## src/rtl/data_mem_arbiter_if.sv

```systemverilog
// Request/grant bus between the on-board requesters, the data memory and data_mem_arbiter.
// slave = arbiter side, master = requesters plus memory.
interface data_mem_arbiter_if #(
  parameter int NUM_REQ = 5,
  parameter int ADDR_W  = 10,
  parameter int DATA_W  = 32
);
  logic [NUM_REQ-1:0]        req;
  logic [NUM_REQ-1:0]        req_we;
  logic [NUM_REQ*ADDR_W-1:0] req_addr;
  logic [NUM_REQ*DATA_W-1:0] req_wdata;
  logic [NUM_REQ-1:0]        gnt;
  logic [DATA_W-1:0]         rdata;
  logic                      busy;
  logic                      mem_en;
  logic                      mem_we;
  logic [ADDR_W-1:0]         mem_addr;
  logic [DATA_W-1:0]         mem_wdata;
  logic [DATA_W-1:0]         mem_rdata;

  modport slave (
    input  req, req_we, req_addr, req_wdata, mem_rdata,
    output gnt, rdata, busy, mem_en, mem_we, mem_addr, mem_wdata
  );

  modport master (
    output req, req_we, req_addr, req_wdata, mem_rdata,
    input  gnt, rdata, busy, mem_en, mem_we, mem_addr, mem_wdata
  );
endinterface

```

## src/rtl/data_mem_arbiter.sv

```systemverilog
// Round-robin arbiter for the single-port data memory; one transaction at a time (IDLE/ISSUE/RESP).
// Optional per-requester saturating grant counters via DATA_MEM_ARB_STATS_EN.
module data_mem_arbiter #(
  parameter int NUM_REQ = 5,
  parameter int ADDR_W  = 10,
  parameter int DATA_W  = 32
) (
  input  logic                     CLK100MHZ,
  input  logic                     BTNC,
  data_mem_arbiter_if.slave        bus
`ifdef DATA_MEM_ARB_STATS_EN
  ,
  output logic [NUM_REQ*16-1:0]    grant_count
`endif
);

  localparam int IDX_W = (NUM_REQ > 1) ? $clog2(NUM_REQ) : 1;

  typedef enum logic [1:0] {
    IDLE  = 2'd0,
    ISSUE = 2'd1,
    RESP  = 2'd2
  } state_t;

  state_t              state_q;
  logic [IDX_W-1:0]    last_q;
  logic [IDX_W-1:0]    win_q;
  logic                we_q;
  logic [NUM_REQ-1:0]  gnt_q;
  logic [DATA_W-1:0]   rdata_q;
  logic                mem_en_q;
  logic                mem_we_q;
  logic [ADDR_W-1:0]   mem_addr_q;
  logic [DATA_W-1:0]   mem_wdata_q;

  logic [IDX_W-1:0]    win_d;
  logic [IDX_W-1:0]    cand;
  logic                found_d;

  always_comb begin
    win_d   = '0;
    found_d = 1'b0;
    cand    = '0;
    for (int unsigned i = 1; i <= NUM_REQ; i++) begin
      cand = IDX_W'((32'(last_q) + i) % NUM_REQ);
      if (!found_d && bus.req[cand]) begin
        found_d = 1'b1;
        win_d   = cand;
      end
    end
  end

  always_ff @(posedge CLK100MHZ or posedge BTNC) begin
    if (BTNC) begin
      state_q     <= IDLE;
      last_q      <= IDX_W'(NUM_REQ - 1);
      win_q       <= '0;
      we_q        <= 1'b0;
      gnt_q       <= '0;
      rdata_q     <= '0;
      mem_en_q    <= 1'b0;
      mem_we_q    <= 1'b0;
      mem_addr_q  <= '0;
      mem_wdata_q <= '0;
    end else begin
      case (state_q)
        IDLE: begin
          gnt_q <= '0;
          if (found_d) begin
            win_q       <= win_d;
            we_q        <= bus.req_we[win_d];
            mem_en_q    <= 1'b1;
            mem_we_q    <= bus.req_we[win_d];
            mem_addr_q  <= bus.req_addr[win_d*ADDR_W +: ADDR_W];
            mem_wdata_q <= bus.req_wdata[win_d*DATA_W +: DATA_W];
            state_q     <= ISSUE;
          end
        end
        ISSUE: begin
          mem_en_q    <= 1'b0;
          mem_we_q    <= 1'b0;
          mem_addr_q  <= '0;
          mem_wdata_q <= '0;
          gnt_q       <= NUM_REQ'(1) << win_q;
          state_q     <= RESP;
        end
        RESP: begin
          gnt_q  <= '0;
          if (!we_q) rdata_q <= bus.mem_rdata;
          last_q  <= win_q;
          state_q <= IDLE;
        end
        default: begin
          gnt_q       <= '0;
          mem_en_q    <= 1'b0;
          mem_we_q    <= 1'b0;
          mem_addr_q  <= '0;
          mem_wdata_q <= '0;
          state_q     <= IDLE;
        end
      endcase
    end
  end

  // Memory data only arrives in RESP, so the read result bypasses rdata_q to line up with gnt.
  assign bus.rdata     = (state_q == RESP && !we_q) ? bus.mem_rdata : rdata_q;
  assign bus.gnt       = gnt_q;
  assign bus.busy      = (state_q != IDLE);
  assign bus.mem_en    = mem_en_q;
  assign bus.mem_we    = mem_we_q;
  assign bus.mem_addr  = mem_addr_q;
  assign bus.mem_wdata = mem_wdata_q;

`ifdef DATA_MEM_ARB_STATS_EN
  logic [15:0] cnt_q [NUM_REQ];

  always_ff @(posedge CLK100MHZ or posedge BTNC) begin
    if (BTNC) begin
      for (int unsigned i = 0; i < NUM_REQ; i++) cnt_q[i] <= '0;
    end else if (state_q == RESP && cnt_q[win_q] != 16'hFFFF) begin
      cnt_q[win_q] <= cnt_q[win_q] + 16'd1;
    end
  end

  always_comb begin
    grant_count = '0;
    for (int unsigned i = 0; i < NUM_REQ; i++) grant_count[i*16 +: 16] = cnt_q[i];
  end
`endif

endmodule

```

## src/flat_wrapper.sv

```systemverilog
// flat-port wrapper written by rule: the top's interface ports become plain ports
module data_mem_arbiter_flat 
#(
  parameter int NUM_REQ = 5,
  parameter int ADDR_W  = 10,
  parameter int DATA_W  = 32
)
  (CLK100MHZ, BTNC, bus_req, bus_req_we, bus_req_addr, bus_req_wdata, bus_mem_rdata, bus_gnt, bus_rdata, bus_busy, bus_mem_en, bus_mem_we, bus_mem_addr, bus_mem_wdata);
  data_mem_arbiter_if #(.NUM_REQ(NUM_REQ), .ADDR_W(ADDR_W), .DATA_W(DATA_W)) bus_i ();
  input  logic CLK100MHZ;
  input  logic BTNC;
  input wire logic [$bits(bus_i.req)-1:0] bus_req;
  input wire logic [$bits(bus_i.req_we)-1:0] bus_req_we;
  input wire logic [$bits(bus_i.req_addr)-1:0] bus_req_addr;
  input wire logic [$bits(bus_i.req_wdata)-1:0] bus_req_wdata;
  input wire logic [$bits(bus_i.mem_rdata)-1:0] bus_mem_rdata;
  output wire logic [$bits(bus_i.gnt)-1:0] bus_gnt;
  output wire logic [$bits(bus_i.rdata)-1:0] bus_rdata;
  output wire logic [$bits(bus_i.busy)-1:0] bus_busy;
  output wire logic [$bits(bus_i.mem_en)-1:0] bus_mem_en;
  output wire logic [$bits(bus_i.mem_we)-1:0] bus_mem_we;
  output wire logic [$bits(bus_i.mem_addr)-1:0] bus_mem_addr;
  output wire logic [$bits(bus_i.mem_wdata)-1:0] bus_mem_wdata;
  assign bus_i.req = bus_req;
  assign bus_i.req_we = bus_req_we;
  assign bus_i.req_addr = bus_req_addr;
  assign bus_i.req_wdata = bus_req_wdata;
  assign bus_i.mem_rdata = bus_mem_rdata;
  assign bus_gnt = bus_i.gnt;
  assign bus_rdata = bus_i.rdata;
  assign bus_busy = bus_i.busy;
  assign bus_mem_en = bus_i.mem_en;
  assign bus_mem_we = bus_i.mem_we;
  assign bus_mem_addr = bus_i.mem_addr;
  assign bus_mem_wdata = bus_i.mem_wdata;
  data_mem_arbiter #(.NUM_REQ(NUM_REQ), .ADDR_W(ADDR_W), .DATA_W(DATA_W)) u_core (.CLK100MHZ(CLK100MHZ), .BTNC(BTNC), .bus(bus_i));
endmodule
```

## config.mk

```make
export PLATFORM = sky130hd
export DESIGN_NAME = data_mem_arbiter_flat
export DESIGN_NICKNAME = d
export VERILOG_FILES = /design/src/rtl/data_mem_arbiter_if.sv /design/src/rtl/data_mem_arbiter.sv /design/src/flat_wrapper.sv
export SDC_FILE = /design/constraint.sdc
export NUM_CORES = 1
export LEC_CHECK = 0
export ABC_CLOCK_PERIOD_IN_PS = 5150
export BUFFER_PORTS_ARGS = -buffer_cell sky130_fd_sc_hd__buf_2
export CAP_MARGIN = 20
export CORE_ASPECT_RATIO = 1.5
export CORE_MARGIN = 4
export CORE_UTILIZATION = 40
export CTS_CLUSTER_SIZE = 40
export DETAILED_ROUTE_END_ITERATION = 12
export PLACE_DENSITY_LB_ADDON = 0.05
export SETUP_SLACK_MARGIN = 0.3
export SYNTH_ARGS = -nofsm -noshare
export SYNTH_HDL_FRONTEND = slang
export SYNTH_SLANG_ARGS = --single-unit
export TNS_END_PERCENT = 50
```

## constraint.sdc

```tcl
create_clock -name CLK100MHZ -period 5.15 [get_ports CLK100MHZ]
set_input_delay 0.515 -clock CLK100MHZ [delete_from_list [all_inputs] [get_ports CLK100MHZ]]
set_output_delay 0.515 -clock CLK100MHZ [all_outputs]
set_load 0.02 [all_outputs]
```

; Word-level counts from Yosys, hierarchy flattened
; Cells that the tools add are included.
[word_totals]
regBits = 90
in_bits = 254
output_inout_bits = 82
wordCells = 84
[op_classes]
addsub = 5
mul = 1
div_mod_pow = 5
order_cmp = 6
eq_ne = 3
shifts = 3
muxes = 34
n_bitwise = 2
reduce_logical = 15
[ops]
columns = cell, count
row1 = $mod A32 B3 Y32 const B, 5
row2 = $shiftx A160 B9 Y32, 1
row3 = $mux W32, 2
row4 = $pmux W32 S2, 1
row5 = $shiftx A50 B8 Y10, 1
row6 = $lt A3 B4 Y1 const B, 6
row7 = $pmux W10 S2, 1
row8 = $bmux W1 S3, 6
row9 = $mux W3, 5
row10 = $mux W1, 13
row11 = $mux W10, 1
row12 = $add A3 B2 Y4 const B, 2
row13 = $add A3 B3 Y4 const B, 2
row14 = $mul A3 B3 Y6 const B, 1
row15 = $reduce_and A2 Y1, 3
row16 = $logic_and A1 B1 Y1, 5
row17 = $logic_not A1 Y1, 5
row18 = $mux W5, 1
row19 = $shl A1 B3 Y5 const A, 1
row20 = $add A3 B1 Y4 const B, 1
row21 = $pmux W1 S2, 2
row22 = $pmux W2 S2, 1
row23 = $eq A2 B1 Y1 const B, 1
row24 = $eq A2 B2 Y1 const B, 1
row25 = 5 further kinds, 6

; Logic depth before layout (Yosys ltp)
[logic_depth]
ltp_word = 21
ltp_mapped = 26
depth_no_buf = 19

; Worst setup path before layout
; OpenSTA, ideal clock, no wires.
[synth_timing]
path_kind = register -> register
start = register u_core.last_q[0]
end = register u_core.mem_addr_q[3], in the netlist u_core.bus.mem_addr[3]
setup_time_ps = 135
t_arrival_ps = 5407
required_ps = 5015
setup_slack_ps = -392
stages_incl_launch_ff = 24
n_path_buf = 7
period_less_slack_ps = 5542
cell_sequence = dfrtp_1 -> buf_2 -> buf_2 -> buf_2 -> clkbuf_1 -> inv_1 -> ha_1 -> clkbuf_2 -> xnor2_1 -> nor4_2 -> a211oi_1 -> ha_1 -> inv_1 -> o22a_1 -> nor2_1 -> a311o_1 -> nand2_1 -> or4_1 -> a32o_1 -> buf_6 -> buf_6 -> and3_1 -> a2111oi_1 -> o31ai_1
[synth_between]
elab_chain_len = 21
word_cells_on_any_way = 44
cone_classes = add/sub: 5 / mul: 1 / div: 5 / eq/ne: 1 / shift: 1 / mux: 22 / reduce/logical: 9
[synth_rtl]
columns = item, line_no
row1 = from (decl), data_mem_arbiter.sv:26  ; logic [IDX_W-1:0] last_q;
row2 = from (signal assigned), data_mem_arbiter.sv:56  ; last_q <= IDX_W'(NUM_REQ - 1);
row3 = from (signal assigned), data_mem_arbiter.sv:90  ; last_q <= win_q;
row4 = $add A3 B1 Y4, data_mem_arbiter.sv:45  ; cand = IDX_W'((32'(last_q) + i) % NUM_REQ);
row5 = $mod A32 B3 Y32, data_mem_arbiter.sv:45
row6 = $bmux W1 S3, data_mem_arbiter.sv:46  ; if (!found_d && bus.req[cand]) begin
row7 = $mux W1 (not written as such), data_mem_arbiter.sv:46
row8 = $mux W1, data_mem_arbiter.sv:46
row9 = $logic_not A1 Y1, data_mem_arbiter.sv:46
row10 = $logic_and A1 B1 Y1, data_mem_arbiter.sv:46
row11 = $mux W1, data_mem_arbiter.sv:46
row12 = [... 5 more ...], -
row13 = $mux W1, data_mem_arbiter.sv:46
row14 = $logic_not A1 Y1, data_mem_arbiter.sv:46
row15 = $logic_and A1 B1 Y1, data_mem_arbiter.sv:46
row16 = $mux W3, data_mem_arbiter.sv:46
row17 = $mul A3 B3 Y6, data_mem_arbiter.sv:74  ; mem_addr_q <= bus.req_addr[win_d*ADDR_W +: ADDR_W];
row18 = $shiftx A50 B8 Y10, data_mem_arbiter.sv:74
row19 = $mux W10, data_mem_arbiter.sv:69  ; if (found_d) begin
row20 = $pmux W10 S2, data_mem_arbiter.sv:66  ; case (state_q)
row21 = to (signal assigned), data_mem_arbiter.sv:74
row22 = to (decl), data_mem_arbiter.sv:33  ; logic [ADDR_W-1:0] mem_addr_q;
; Parallel ways exist; a longest one is shown, timed or not. The select of a mux whose other input is x is not followed.
; A chain may end at the register's enable or synchronous reset.

; Final worst setup path
[layout_timing]
start = register u_core.last_q[2]
end = register u_core.mem_wdata_q[23], in the netlist u_core.bus.mem_wdata[23]
[layout_between]
elab_chain_len = 20
word_cells_on_any_way = 43
cone_classes = add/sub: 5 / div: 5 / eq/ne: 1 / shift: 1 / mux: 22 / reduce/logical: 9
[layout_rtl]
columns = item, line_no
row1 = $add A3 B1 Y4, data_mem_arbiter.sv:45
row2 = $mod A32 B3 Y32, data_mem_arbiter.sv:45
row3 = $bmux W1 S3, data_mem_arbiter.sv:46
row4 = $mux W1 (not written as such), data_mem_arbiter.sv:46
row5 = $mux W1, data_mem_arbiter.sv:46
row6 = $logic_not A1 Y1, data_mem_arbiter.sv:46
row7 = $logic_and A1 B1 Y1, data_mem_arbiter.sv:46
row8 = $mux W1, data_mem_arbiter.sv:46
row9 = [... 4 more ...], -
row10 = $logic_and A1 B1 Y1, data_mem_arbiter.sv:46
row11 = $mux W1, data_mem_arbiter.sv:46
row12 = $logic_not A1 Y1, data_mem_arbiter.sv:46
row13 = $logic_and A1 B1 Y1, data_mem_arbiter.sv:46
row14 = $mux W3, data_mem_arbiter.sv:46
row15 = $shiftx A160 B9 Y32, data_mem_arbiter.sv:75  ; mem_wdata_q <= bus.req_wdata[win_d*DATA_W +: DATA_W];
row16 = $mux W32, data_mem_arbiter.sv:69
row17 = $pmux W32 S2, data_mem_arbiter.sv:66
row18 = to (signal assigned), data_mem_arbiter.sv:75
row19 = to (decl), data_mem_arbiter.sv:34  ; logic [DATA_W-1:0] mem_wdata_q;
; Parallel ways exist; a longest one is shown, timed or not. The select of a mux whose other input is x is not followed.

==> reports/results.tsv <==
stage	metric	value	unit
yosys	synth_flop_cell	dfrtp_1	
grt	grt_pass1_wl	42.68	mm
placed_design	port_buffers	335	
yosys	synth_cells	801	
yosys	synth_top_area_share	30.95	%
setup_path	worstPathRequired	5.38	ns
setup_path	crit_chain	inv_4 > ha_4 > o21a_4 > a21oi_4 > xnor2_2 > ha_2 > fa_2 > a21bo_4 > o31ai_4 > mux2i_1 > a22oi_2 > nor2b_4 > nand4_4 > or4_4 > a32o_4 > clkbuf_16 > and3_1 > a2111oi_2 > o31ai_1	
detailed_routing	drt-vias-per-instance	6.052	
sta	holdWs	0.1458	ns
sta	finalSetupTns	0	ns
floorplanning	die_y	172.3	um
detailed_routing	drt-total-wl	32.13	mm
floorplanning	core	17500	um^2
yosys	syn_avg_cell_area	8.985	um^2
yosys	ys_ff_latch	90	
clocking	insertion_delay	0.36	ns
floorplanning	die_area	20250	um^2
final_layout	area_growth_syn_to_layout	52.38	%
sta	clock.fmax	207.4	MHz
clocking	cts-root-buf	clkbuf_16	
sta	slew_viol_final	0	
detailed_routing	first_pass_iters	8	
yosys	synth_fp_nets	1082	
yosys	synth_edf_count	0	
clocking	cts_sinks	90	
sta	period_needed	4.822	ns
grt	overflow	0	
grt	grt_max_degree	90	
setup_path	cpLargestDelayFamily	compound AO/OA/AOI/OAI gates	
setup_path	cp_slowest_cell	dfstp_2	
sta	finalSetupViolCount	0	
setup_path	critPathCaptureType	flip-flop	
placed_design	place.gp.congestion	0.8783	
detailed_routing	vias	8334	
yosys	synth-async-reset-ratio	100.0	%
detailed_routing	drt-wirelength-per-cell	23.33	um
floorplanning	fp.dieW	117.5	um
sta	post-route-period-util	93.64	%
placed_design	post-dp-hpwl	21.31	mm
yosys	yosys_warnings	0	
detailed_routing	drc_errors	0	
job	cap_violations	0	
setup_path	timing.critical_path.buf_inv	2	
final_layout	fillers	1545	
grt	first_global_vias	7956	
clocking	clk_pin_slew_worst_paths	0.08	ns
yosys	netlist_top_cells_area	dfrtp_1 (31%), and3_1 (7.9%), mux2_2 (5.2%)	
setup_path	slowest_delay	0.60	ns
sta	maxSlewHeadroom	45.41	%
sta	tightest_slew	0.8189	ns
yosys	ys_types	87	
clocking	cts_tree	yes	
yosys	synth.largest_area_cell	dfrtp_1	
final_layout	final_net_count	1433	
floorplanning	row_count	59	
clocking	clock_path_buffers	2	
floorplanning	start_util	41.14	%
yosys	ys_seq_area_share	31.31	%
detailed_routing	drtIter0Drc	548	
setup_path	startpoint_type	flip-flop	
hold_path	hp-class	in -> async	
clocking	numCtsBuffers	9	
clocking	cts_max_level	3	
final_layout	layout_commonest_cell	buf_2	
detailed_routing	ant_nets	0	
setup_path	cp_max_fo	11	
setup_path	critPathKind	reg -> reg	
grt	antenna_found_initial	8	
sta	rsz0062_at_grt	yes	
grt	grt_usage	26.35	%
setup_path	worstPathArrival	5.05	ns
floorplanning	ios	336	
final_layout	final_cells	1377	
sta	hold_violations	0	
run_status	status	completed	
sta	fin_skew	0.01091	ns
final_layout	layout-drive-gt1-share	51.94	%
final_layout	mostFrequentLayoutCells	buf_2 (335), dfrtp_1 (87), and3_1 (85), nand2_1 (70), a21oi_1 (53)	
placed_design	dp.cells	1312	
yosys	synth.cell_area	7197	um^2
-- worst paths after layout --
path | cells past startpoint | slack, ns | startpoint | endpoint
worst max-delay path | 19 | 0.33 | u_core.last_q[2] | u_core.bus.mem_wdata[23]
max in group asynchronous | 3 | 3.82 | BTNC | u_core.last_q[0]
worst min-delay path | 2 | 0.15 | BTNC | u_core.rdata_q[18]
min in group CLK100MHZ | 2 | 0.40 | bus_mem_rdata[18] | u_core.rdata_q[18]
worst min register to register | 2 | 0.47 | u_core.bus.mem_wdata[9] | u_core.bus.mem_wdata[9]
worst max register to register | 19 | 0.33 | u_core.last_q[2] | u_core.bus.mem_wdata[23]
-- layout make-up --
cell class	instances	area (um^2)	area share, %
repair buffers	410	2597	23.69
clock buffers	9	225.2	2.054
clock inverters	7	86.33	0.7872
flip-flops and latches	90	2256	20.57
diodes	7	17.52	0.1597
well taps	213	266.5	2.430
multi-input cells	618	5416	49.39
inverters	23	101.3	0.9241
-- state kept, by name (all words and copies together), names as in the netlist --
signal                flops
u_core.state_q            2
u_core.rdata_q           32
u_core.bus.mem_wdata     32
u_core.bus.gnt            5
u_core.bus.mem_we         1
u_core.win_q              3
u_core.we_q               1
u_core.bus.mem_en         1
u_core.last_q             3
u_core.bus.mem_addr      10
-- metrics by stage --
| stage | instance area (um^2) | util (%) | setup WS [ns] |
|---|---|---|---|
| finish | 10970 | 62.68 | 0.3277 |
| global route | 10970 | 62.68 | 0.1388 |
| CTS | 9854 | 56.33 | 0.2851 |
| detailed placement | 9522 | 54.42 | 0.1321 |
| global placement | 9522 | 54.42 | 0.2102 |
| floorplan | 7585 | - | 0.3022 |
-- repair_timing --
action                     in CTS  in global routing
gates resized for setup         5                 87
setup endpoints to repair      44                 44
hold buffers                    0                  0
pin swaps                       0                 31
setup buffers                   0                 26
cloned                          0                 16
-- cells in the mapped netlist, types with 3 or more instances --
cell       number
and3_1         91
dfrtp_1        89
nand2_1        70
a21oi_1        56
a211oi_1       46
o31ai_1        46
clkbuf_1       40
a2111oi_1      35
mux2_2         33
ha_1           26
nor2_1         25
inv_1          19
o21ai_0        13
nand3_1        11
buf_2          10
nand2b_1       10
buf_6           8
nor2b_1         8
o211ai_1        8
a2111oi_2       7
and2_1          7
buf_4           7
a31oi_1         6
nor3_1          6
nor4_1          6
mux2i_1         5
nand4_1         5
nor4b_1         5
xnor2_1         5
a22oi_1         4
buf_1           4
a2111oi_0       3
a21boi_0        3
a2bb2oi_1       3
and4_1          3
nor3b_1         3
o21a_1          3
o21bai_1        3
o31a_1          3
or4_1           3
-- logic make-up (layout without fill, tap and decap cells) --
logic type | after synthesis | after routing | synth area share, %
AND/OR/NAND/NOR | 265 | 265 | 20.27
other | 0 | 7 | 0
flip-flops | 90 | 90 | 31.31
multiplexers | 40 | 40 | 6.485
XOR/XNOR | 8 | 8 | 1.182
AO/OA/AOI/OAI | 277 | 278 | 29.64
buffers and inverters | 94 | 449 | 6.311
adder cells (fa/ha/maj) | 27 | 27 | 4.798
-- metal layers --
layer / wire [um] / GRT usage [%] / part of all wire [%]
met4: 1494 / 12.09 / 4.7
met3: 2378 / 5.857 / 7.4
met5: 13 / 0 / 0.040
met2: 16720 / 46.75 / 52
met1: 11520 / 30.57 / 36
Power is not shown: default switching activity piles up to over one toggle a cycle in this logic, so the estimate is an artifact.
